**src/rtl/fetch_unit.sv**
```systemverilog
// Instruction fetch stage: owns the architectural PC, keeps at most one fetch
// in flight and hands each fetched word to decode together with its PC.
module fetch_unit #(
  parameter logic [31:0] RESET_PC = 32'h0000_0000
) (
  input  logic        clk,
  input  logic        rst_n,
  output logic        imem_req_valid,
  input  logic        imem_req_ready,
  output logic [31:0] imem_req_addr,
  input  logic        imem_rsp_valid,
  input  logic [31:0] imem_rsp_data,
  input  logic        redirect_valid,
  input  logic [31:0] redirect_pc,
  output logic        out_valid,
  input  logic        out_ready,
  output logic [31:0] out_pc,
  output logic [31:0] out_instr,
  output logic [1:0]  dbg_state_o
);

  // Handshakes: a transfer happens on a rising edge where valid and ready are
  // both high. Valid never depends on ready in this block. While the request is
  // not yet accepted its address may change after a redirect. Decode-side data
  // is held stable while out_valid is high unless a redirect squashes it.

  localparam logic [31:0] NOP = 32'h0000_0013;

  typedef enum logic [1:0] {
    S_IDLE = 2'd0,
    S_REQ  = 2'd1,
    S_WAIT = 2'd2,
    S_OUT  = 2'd3
  } state_e;

  state_e      state_q, state_d;
  logic [31:0] pc_q, pc_d;
  logic [31:0] out_pc_q, out_pc_d;
  logic [31:0] out_instr_q, out_instr_d;
  logic        discard_q, discard_d;
  logic [31:0] redir_target;
  logic        unused_redirect_lsbs;

  assign redir_target         = {redirect_pc[31:2], 2'b00};
  assign unused_redirect_lsbs = ^redirect_pc[1:0];

  always_comb begin
    state_d     = state_q;
    pc_d        = pc_q;
    out_pc_d    = out_pc_q;
    out_instr_d = out_instr_q;
    discard_d   = discard_q;
    case (state_q)
      S_IDLE: begin
        state_d = S_REQ;
      end
      S_REQ: begin
        if (redirect_valid) begin
          pc_d = redir_target;
        end
        // An accepted address that was redirected in the same cycle is stale.
        if (imem_req_ready) begin
          state_d   = S_WAIT;
          discard_d = redirect_valid;
        end
      end
      S_WAIT: begin
        if (redirect_valid) begin
          pc_d = redir_target;
          if (imem_rsp_valid) begin
            state_d   = S_REQ;
            discard_d = 1'b0;
          end else begin
            discard_d = 1'b1;
          end
        end else if (imem_rsp_valid) begin
          if (discard_q) begin
            discard_d = 1'b0;
            state_d   = S_REQ;
          end else begin
            out_pc_d    = pc_q;
            out_instr_d = imem_rsp_data;
            pc_d        = pc_q + 32'd4;
            state_d     = S_OUT;
          end
        end
      end
      S_OUT: begin
        if (redirect_valid) begin
          pc_d    = redir_target;
          state_d = S_REQ;
        end else if (out_ready) begin
          state_d = S_REQ;
        end
      end
      default: begin
        state_d = S_IDLE;
      end
    endcase
  end

  always_ff @(posedge clk or negedge rst_n) begin
    if (!rst_n) begin
      state_q     <= S_IDLE;
      pc_q        <= RESET_PC;
      out_pc_q    <= 32'h0000_0000;
      out_instr_q <= NOP;
      discard_q   <= 1'b0;
    end else begin
      state_q     <= state_d;
      pc_q        <= pc_d;
      out_pc_q    <= out_pc_d;
      out_instr_q <= out_instr_d;
      discard_q   <= discard_d;
    end
  end

  assign imem_req_valid = (state_q == S_REQ);
  assign imem_req_addr  = pc_q;
  assign out_valid      = (state_q == S_OUT);
  assign out_pc         = out_pc_q;
  assign out_instr      = out_instr_q;
  assign dbg_state_o    = state_q;

endmodule

```
**config.mk**
```make
export PLATFORM = sky130hd
export DESIGN_NAME = fetch_unit
export DESIGN_NICKNAME = d
export VERILOG_FILES = /design/src/rtl/fetch_unit.sv
export SDC_FILE = /design/constraint.sdc
export NUM_CORES = 1
export LEC_CHECK = 0
export BUFFER_PORTS_ARGS = -buffer_cell sky130_fd_sc_hd__clkbuf_2
export CORE_ASPECT_RATIO = 1.75
export CORE_MARGIN = 1.5
export CORE_UTILIZATION = 46
export CTS_BUF_LIST = sky130_fd_sc_hd__clkbuf_2
export CTS_CLUSTER_DIAMETER = 200
export DETAILED_ROUTE_END_ITERATION = 12
export GPL_TIMING_DRIVEN = 0
export PLACE_DENSITY = 0.78
export REMOVE_ABC_BUFFERS = 1
export SYNTH_ARGS = -nofsm -noshare
export SYNTH_HDL_FRONTEND = slang
export SYNTH_SLANG_ARGS = --single-unit
```
**constraint.sdc**
```tcl
create_clock -name clk -period 2 [get_ports clk]
set_clock_uncertainty 0.15 [all_clocks]
set_input_delay 0.2 -clock clk [delete_from_list [all_inputs] [get_ports clk]]
set_output_delay 0.2 -clock clk [all_outputs]
set_load 0.01 [all_outputs]
```
[Word-level counts from Yosys, hierarchy flattened]
Cells that the tools add are included.
Word-level totals
  bits in registers: 99
  input port bits: 70
  output and inout port bits: 100
  word-level logic and storage cells: 43
Cells by class
  add/sub/neg operators: 1
  eq/ne operators: 9
  mux-type cells: 18
  bitwise logic cells: 2
  reductions and logical operators: 8
Operator list (count)
  32-bit two-way mux: 4
  32-bit case mux with 2 select lines: 1
  32-bit by 3-bit adder with 32-bit output, second input constant: 1
  2-bit two-way mux: 7
  2-bit case mux with 4 select lines: 1
  4-bit AND reduction: 2
  3-bit != test, second input constant: 2
  3-bit AND reduction: 2
  2-bit == test, second input constant: 2
  1-bit two-way mux: 4
  2-bit by 1-bit != test with 1-bit output, second input constant: 2
  2-bit nonzero test: 2
  3-bit by 2-bit != test with 1-bit output, second input constant: 1
  2-bit by 1-bit == test with 1-bit output, second input constant: 1
  2-bit zero test: 1
  2-bit != test, second input constant: 1
  1-bit inverter: 2
  1-bit case mux with 2 select lines: 1
  2-bit OR reduction: 1

[Depth between registers and ports, before layout]
Gate-level depths: netlist of the first run.
  depth after elaboration: 5
  mapped depth: 8
  mapped depth without buffers: 6

[Least setup slack after synthesis of the first run]
No wires, ideal clock.
  kind: register to register
  start: reg state_q[1] (netlist: dbg_state_o[1])
  end: reg pc_q[18] (netlist: imem_req_addr[18])
  setup time: 0.070 ns
  data arrival time: 2.053 ns
  data required time: 1.780 ns
  path slack: -0.274 ns
  cell stages (with the launch flop): 9
  buffers on the path: 2
  period minus slack after synthesis: 2.274 ns
  cell sequence: dfrtp_1 -> inv_1 -> ha_1 -> nor4b_1 -> o21ba_2 -> clkbuf_1 -> buf_1 -> nand4_1 -> nand3_1
Between the ends
  word-level cells in the longest chain between the ends: 4
  elaborated cells on any way between the ends: 10
  those cells by class: eq/ne: 6; mux: 1; reduce/logical: 3
RTL lines
  from (decl): line 36  | state_e state_q, state_d;
  from (signal assigned): line 110  | state_q <= state_d;
  2-bit by 1-bit == test with 1-bit output (*)
  net imem_req_valid: line 8  | output logic imem_req_valid,
  2-bit OR reduction (no source line) (*)
  2-bit by 1-bit != test with 1-bit output (no source line) / 2-bit nonzero test (equally long branches)
  4-bit AND reduction (no source line)
  to (signal assigned): line 111  | pc_q <= pc_d;
  to (decl): line 37  | logic [31:0] pc_q, pc_d;
The timed path passes the listed nets; every way through them passes the cells marked *.
A chain may end at the register's enable or synchronous reset.

[Worst setup path in the final report of the first run]
  start: reg state_q[0] (netlist: dbg_state_o[0])
  end: reg pc_q[10] (netlist: imem_req_addr[10])
Between the ends
  word-level cells in the longest chain between the ends: 4
  elaborated cells on any way between the ends: 10
  those cells by class: eq/ne: 6; mux: 1; reduce/logical: 3
RTL lines
  2-bit by 1-bit == test with 1-bit output / 2-bit == test (equally long branches): line 53  | case (state_q)
  2-bit OR reduction (no source line)
  2-bit by 1-bit != test with 1-bit output (no source line) / 2-bit nonzero test (equally long branches)
  4-bit AND reduction (no source line)
Parallel ways exist; a longest one is shown, timed or not.

==> results of run 1 <==
[Yosys cell counts (all sizes together) (2+ instances only)]
library cell	instances	share of area (%)
ha	4	1.1
o31ai	2	0.32
nor3b	11	1.8
o22ai	5	0.67
and2	3	0.40
inv	7	0.56
nand4	16	2.5
clkbuf	16	1.3
o311ai	6	1.1
dfstp	3	1.7
buf	14	1.7
nand3b	2	0.32
and3	6	0.81
nand2	20	1.6
nor2	14	1.1
dfrtp	92	49
and4	2	0.40
a211oi	3	0.48
nand3	27	2.9
nor3	11	1.2
a311oi	4	0.75
a22oi	2	0.32
a41o	2	0.46
nor2b	2	0.27
a31oi	2	0.27
nor4	8	1.2
o21ai	12	1.3
o211ai	5	0.81
or4	4	0.75
a21oi	27	2.9
mux2	62	15
a2bb2oi	3	0.56
o32ai	7	1.3
[what timing repair did]
item / 4_1_cts / 5_1_grt
endpoints found under the hold margin: 160 / 0
hold buffers: 68 / 0
gates resized for setup: 71 / 47
setup endpoints to repair: 93 / 78
buffers inserted: 45 / 16
cloned: 6 / 1
pin swaps: 16 / 14
[flip-flops by register name, indices dropped and copies added, names as in the netlist]
register       count
discard_q          1
out_pc            30
out_instr         32
dbg_state_o        2
imem_req_addr     30
[final cells by class]
class | instances | area [um^2] | share of cell area (%)
multi-input combinational | 295 | 2525 | 33.68
antenna | 2 | 5.005 | 0.06676
timing repair buffer | 299 | 2248 | 29.99
inverter | 7 | 26.28 | 0.3505
tap | 125 | 156.4 | 2.086
clock buffer | 9 | 45.04 | 0.6008
sequential | 95 | 2406 | 32.09
clock inverter | 7 | 85.08 | 1.135
[metal layers]
| layer | share of wire [%] | global-route usage [%] | wire length, um |
|---|---|---|---|
| met1 | 34 | 33.06 | 5973 |
| met2 | 53 | 54.23 | 9256 |
| met3 | 7.2 | 6.376 | 1247 |
| met4 | 5.5 | 18.03 | 958 |
| met5 | 0 | 0 | 0 |
[path summary, 6_finish.rpt]
| kind | from | to | slack, ps | cells past startpoint |
|---|---|---|---|---|
| worst max register to register | dbg_state_o[0] | imem_req_addr[10] | -200 | 10 |
| worst min-delay path | imem_rsp_data[31] | out_instr[31] | 200 | 3 |
| min in group asynchronous | rst_n | out_instr[3] | 420 | 3 |
| worst min register to register | out_pc[22] | out_pc[22] | 390 | 1 |
| max in group asynchronous | rst_n | imem_req_addr[10] | 730 | 4 |
| worst max-delay path | dbg_state_o[0] | imem_req_addr[10] | -200 | 10 |
[power groups by stage]
stage / clock network [uW] / registers [uW] / logic, uW
after CTS: 1070 / 3840 / 5540
final: 1050 / 3890 / 6480
after global routing: 1150 / 3990 / 6850
after floorplan: 0 / 4130 / 2060
after global placement: 0 / 3820 / 3990
after detailed placement: 0 / 3910 / 4150
[layout by cell type (no fill, tap or decap), types with 11 or more instances in the layout]
cell type / n
clkbuf_2: 169
dfrtp_1: 72
dlygate4sd3_1: 67
mux2_2: 62
buf_4: 41
nand3_1: 21
nand2_1: 20
dfrtp_2: 20
buf_6: 17
a21oi_1: 16
nand4_1: 15
nor2_1: 13
nor3b_1: 11
[worst max-delay path: stages, from the launching register on]
cell and delay, ps:
dfrtp_2 500, buf_12 140, ha_4 180, buf_6 120, nor3_4 240, buf_6 140
o21ba_4 170, buf_4 150, buf_6 130, a21oi_2 120, a21oi_1 50
[through the flow]
| step | TNS [ps] | util (%) | setup WS [ps] | power [uW] | area, um^2 |
|---|---|---|---|---|---|
| after global routing | -11120 | 76.09 | -251.9 | 11990 | 7495 |
| after detailed placement | -51630 | 57.14 | -768.3 | 8059 | 5628 |
| after floorplan | -427510 | - | -5916 | 6190 | 4526 |
| after CTS | -845.9 | 72.60 | -66.59 | 10450 | 7151 |
| final | -6598 | 76.12 | -199.5 | 11420 | 7497 |
| after global placement | -687300 | 55.82 | -8573 | 7814 | 5498 |
[kinds of logic after synthesis]
group | count (synthesis) | synth area share, %
flip-flops | 95 | 51.18
buffers and inverters | 37 | 3.524
multiplexers | 63 | 15.22
AND/OR/NAND/NOR | 133 | 16.46
AO/OA/AOI/OAI | 86 | 12.45
other | 1 | 0.08061
adder cells (fa/ha/maj) | 4 | 1.076
==> impl_metrics.tcl, run 1 <==
set metrics [dict create \
    status "finished with violations" \
    violations "setup timing" \
    dieArea_um2 10750 \
    hold_violations 0 \
    period_minus_slack_ps 2200 \
    p_leak_uw 0.003404 \
    hp-class "in2reg" \
    drive_above_1_share_pct 54.78 \
    start_util_pct 47.23 \
    vias 5092 \
    fin_crit_sh_pct 110.0 \
    drtPass1Iterations 5 \
    timing.final.ws_setup_ps -199.5 \
    yosys_register_bits 95 \
    cts_buffers 9 \
    drtIter0Drc 604 \
    fin_nets 781 \
    gp_congestion 0.8736 \
    powerDensity_nw_per_um2 1524 \
    syn_to_final_growth_pct 61.16 \
    port_buffers 163 \
    ir_drop_v 0.0009476 \
    ioPinCount 170 \
    viasPerCell 6.069 \
    placed_cells 687 \
    worstPathMaxFanout 6 \
    die_w_um 79.02 \
    grt_pass1_wl_um 25360 \
    syn_avg_cell_area_um2 11.10 \
    grt_setup_unrepaired "true" \
    hold_ws_ps 195.3 \
    clkPwrFrac_pct 9.2 \
    p_switching_uw 5035 \
    grt-ovfl-total 0 \
    endpoint_kind "flip-flop" \
    ys.flop_type "dfrtp_1" \
    tightestPinTransition_ps 639.5 \
    pwr-share-seq_pct 34.1 \
    grt_max_degree 56 \
    finalSetupViolations 78 \
    cts_root_buffer "clkbuf_2" \
    critPathArrivalTime_ps 2530 \
    dp.final_hpwl_um 9212 \
    clk_latency_ps 580 \
    drv_cap 0 \
    fmax_ghz 0.4546 \
    slew_headroom_pct 57.05 \
    ant_nets 0 \
    clkTransAtPathRegs_ps 300 \
    drc_errors 0 \
    cts_sinks 95 \
    ys_async_sr_fraction_pct 100.0 \
    combPwrFrac_pct 56.7 \
    nFillCells 622 \
    clockBufferDepth 2 \
    cts_tree "built" \
    crit_type "reg2reg" \
    start_kind "flip-flop" \
    ys_warn_count 0 \
    syn_inst 419 \
    power.internal_uw 6388 \
    drt-total-wl_um 17440 \
    track_usage_pct 30.64 \
    ctsHtreeMaxLevel 3 \
    grt_pass1_vias 5054 \
    core_area_um2 9849 \
    die_y_um 136.0 \
    rows 48 \
    netlist_area_um2 4652 \
    wire_per_inst_um 20.78 \
    synth_cell_types 57 \
    final_cells 839 \
    antenna_found_initial 1 \
    final_max_slew_viol_count 0 \
    yosysSeqAreaShare_pct 51.18 \
    synth-edff-count 0 \
    swShare_pct 44.08 \
    crit_required_ps 2330 \
]
No activity file was read; power rests on OpenSTA's default activity.
==> run 2, diff against run 1 <==
--- a/config.mk
+++ b/config.mk
@@ -9,7 +9,7 @@
 export CORE_ASPECT_RATIO = 1.75
 export CORE_MARGIN = 1.5
 export CORE_UTILIZATION = 46
-export CTS_BUF_LIST = sky130_fd_sc_hd__clkbuf_2
+export CTS_BUF_LIST = sky130_fd_sc_hd__clkbuf_4 sky130_fd_sc_hd__clkbuf_8
 export CTS_CLUSTER_DIAMETER = 200
 export DETAILED_ROUTE_END_ITERATION = 12
 export GPL_TIMING_DRIVEN = 0
==> run 2 against run 1 <==
The flow still finishes with violations (setup timing); flip-flop and latch count stayed put; core utilization is 0.33 points lower; wire length is 2.3% lower.
==> impl_metrics.tcl, run 2 (same netlist as run 1, synthesis figures left out) <==
set metrics [dict create \
    cts_root_buffer "clkbuf_8" \
    cp_top_family "simple AND/OR/NAND/NOR gates" \
    ir_drop_v 0.0009247 \
    fin_nets 760 \
    viasPerCell 6.055 \
    drc_errors 0 \
    met2WireLength_um 8897 \
    violations "setup timing" \
    fmax_ghz 0.4476 \
    cts_tree "built" \
    finalSetupViolations 39 \
    worstPathMaxFanout 9 \
    clkPwrFrac_pct 11.8 \
    tns_ps -3740 \
    regArea_um2 2402 \
    p_leak_uw 0.003426 \
    dieArea_um2 10750 \
    hold_violations 0 \
    die_y_um 136.0 \
    period_minus_slack_ps 2234 \
    drv_cap 0 \
    tightestPinTransition_ps 680.5 \
    core_area_um2 9849 \
    ctsHtreeMaxLevel 3 \
    port_buffers 163 \
    powerDensity_nw_per_um2 1574 \
    power.internal_uw 6750 \
    final_max_slew_viol_count 0 \
    crit_required_ps 2090 \
    most-common-layout-cells "clkbuf_2 (162), dfrtp_1 (75), buf_4 (46)" \
    status "finished with violations" \
    routed-wl-met3_um 1326 \
    grt_max_degree 56 \
    start_util_pct 47.23 \
    ioPinCount 170 \
    clkTransAtPathRegs_ps 110 \
    drt-total-wl_um 17040 \
    largest_reg_flops 32 \
    antenna_found_initial 0 \
    endpoint_kind "flip-flop" \
    maxUsedRoutingLayer "met4" \
    rows 48 \
    crit_slowest_cell "or4_1" \
    timing.final.ws_setup_ps -234.0 \
    critPathBufInv 0 \
    drtPass1Iterations 5 \
    track_usage_pct 29.14 \
    hold_ws_ps 20.75 \
    whs_path_depth 3 \
    die_w_um 79.02 \
    slew_headroom_pct 54.26 \
    swShare_pct 42.57 \
    hp-class "in2reg" \
    syn_to_final_growth_pct 60.46 \
    wl_met1_um 5857 \
    drtIter0Drc 566 \
    cp.depth 4 \
    cts_sinks 95 \
    start_kind "flip-flop" \
    cp_cell_sequence "nand3_2 -> or4_1 -> o311ai_1 -> o311ai_1" \
    critPathArrivalTime_ps 2330 \
    crit_type "reg2reg" \
    clk_latency_ps 380 \
    critPathMaxStageDelay_ps 640 \
    grt-ovfl-total 0 \
    drive_above_1_share_pct 55.86 \
    grt_pass1_wl_um 24130 \
    crit_top_cell "o311ai_1" \
    grt_setup_unrepaired "true" \
    multi_input_area_um2 2596 \
    vias 4953 \
    wire_per_inst_um 20.83 \
    gp_congestion 0.8736 \
    cts_buffers 9 \
    ant_nets 0 \
    p_switching_uw 5003 \
    nFillCells 637 \
    fin_crit_sh_pct 111.7 \
    dp.final_hpwl_um 9212 \
    mostFrequentLayoutCell "clkbuf_2" \
    grt_pass1_vias 4739 \
    pwr-share-seq_pct 33.9 \
    worstRegToRegCells 4 \
    clockBufferDepth 2 \
    combPwrFrac_pct 54.4 \
]
run 2: cell types whose count changed in the layout (fill, tap and decap cells not counted), moves of 7 or more:
cell and delta:
clkbuf_8 +9, buf_6 -9, clkbuf_2 -7, mux2_4 +39
dlygate4sd3_1 -22, mux2_2 -39
run 2: metal layers:
metal,GRT usage [%],vias to the layer above
met2,51.14,333
met4,16.18,0
met3,4.966,91
li1,-,2121
met1,32.98,2408
met5,0,-
run 2: stage by stage:
| step | total power, uW | worst slack (ps) | utilization, % | std cells | instance area, um^2 |
|---|---|---|---|---|---|
| after global placement | 7814 | -8573 | 55.82 | 680 | 5498 |
| after detailed placement | 8059 | -768.3 | 57.14 | 687 | 5628 |
| final | 11750 | -234.0 | 75.79 | 818 | 7465 |
| after floorplan | 6190 | -5916 | - | 392 | 4526 |
| after global routing | 12340 | -294.7 | 75.74 | 816 | 7460 |
| after CTS | 10700 | -51.65 | 71.06 | 804 | 6999 |
run 2: final timing paths:
path,start,endpoint,slack (ps)
hold / removal,redirect_pc[25],imem_req_addr[25],20
hold reg to reg,out_pc[22],out_pc[22],360
setup / recovery,imem_req_addr[17],imem_req_addr[26],-230
max in group asynchronous,rst_n,imem_req_addr[10],750
setup reg to reg,imem_req_addr[17],imem_req_addr[26],-230
min in group asynchronous,rst_n,out_instr[9],230
run 2: worst min-delay path, delay by kind of cell:
kind	cells	cell delay, ps
buf+inv	1	80
compound gates	2	230
run 2: final cells by class:
class	count	share of cell area (%)
clock inverters	7	1.140
flip-flops and latches	95	32.18
multi-input cells	293	34.78
inverters	7	0.3855
clock buffers	9	1.659
well taps	125	2.095
repair buffers	280	27.69
diodes	2	0.06705
run 2: repair_timing:
| action | 4_1_cts | 5_1_grt |
|---|---|---|
| hold endpoints to repair | 80 | 1 |
| pin swaps | 13 | 13 |
| hold buffers | 44 | 1 |
| gates cloned | 4 | 4 |
| setup buffers | 53 | 8 |
| gates resized for setup | 60 | 80 |
| endpoints found under the setup margin | 92 | 68 |
run 2: power groups by stage:
| stage | clock [uW] | sequential, uW | combinational (uW) |
|---|---|---|---|
| 6_report | 1380 | 3980 | 6390 |
| 4_1_cts | 1390 | 3860 | 5450 |
| 5_1_grt | 1480 | 4090 | 6770 |
| 2_1_floorplan | 0 | 4130 | 2060 |
| 3_5_place_dp | 0 | 3910 | 4150 |
| 3_3_place_gp | 0 | 3820 | 3990 |
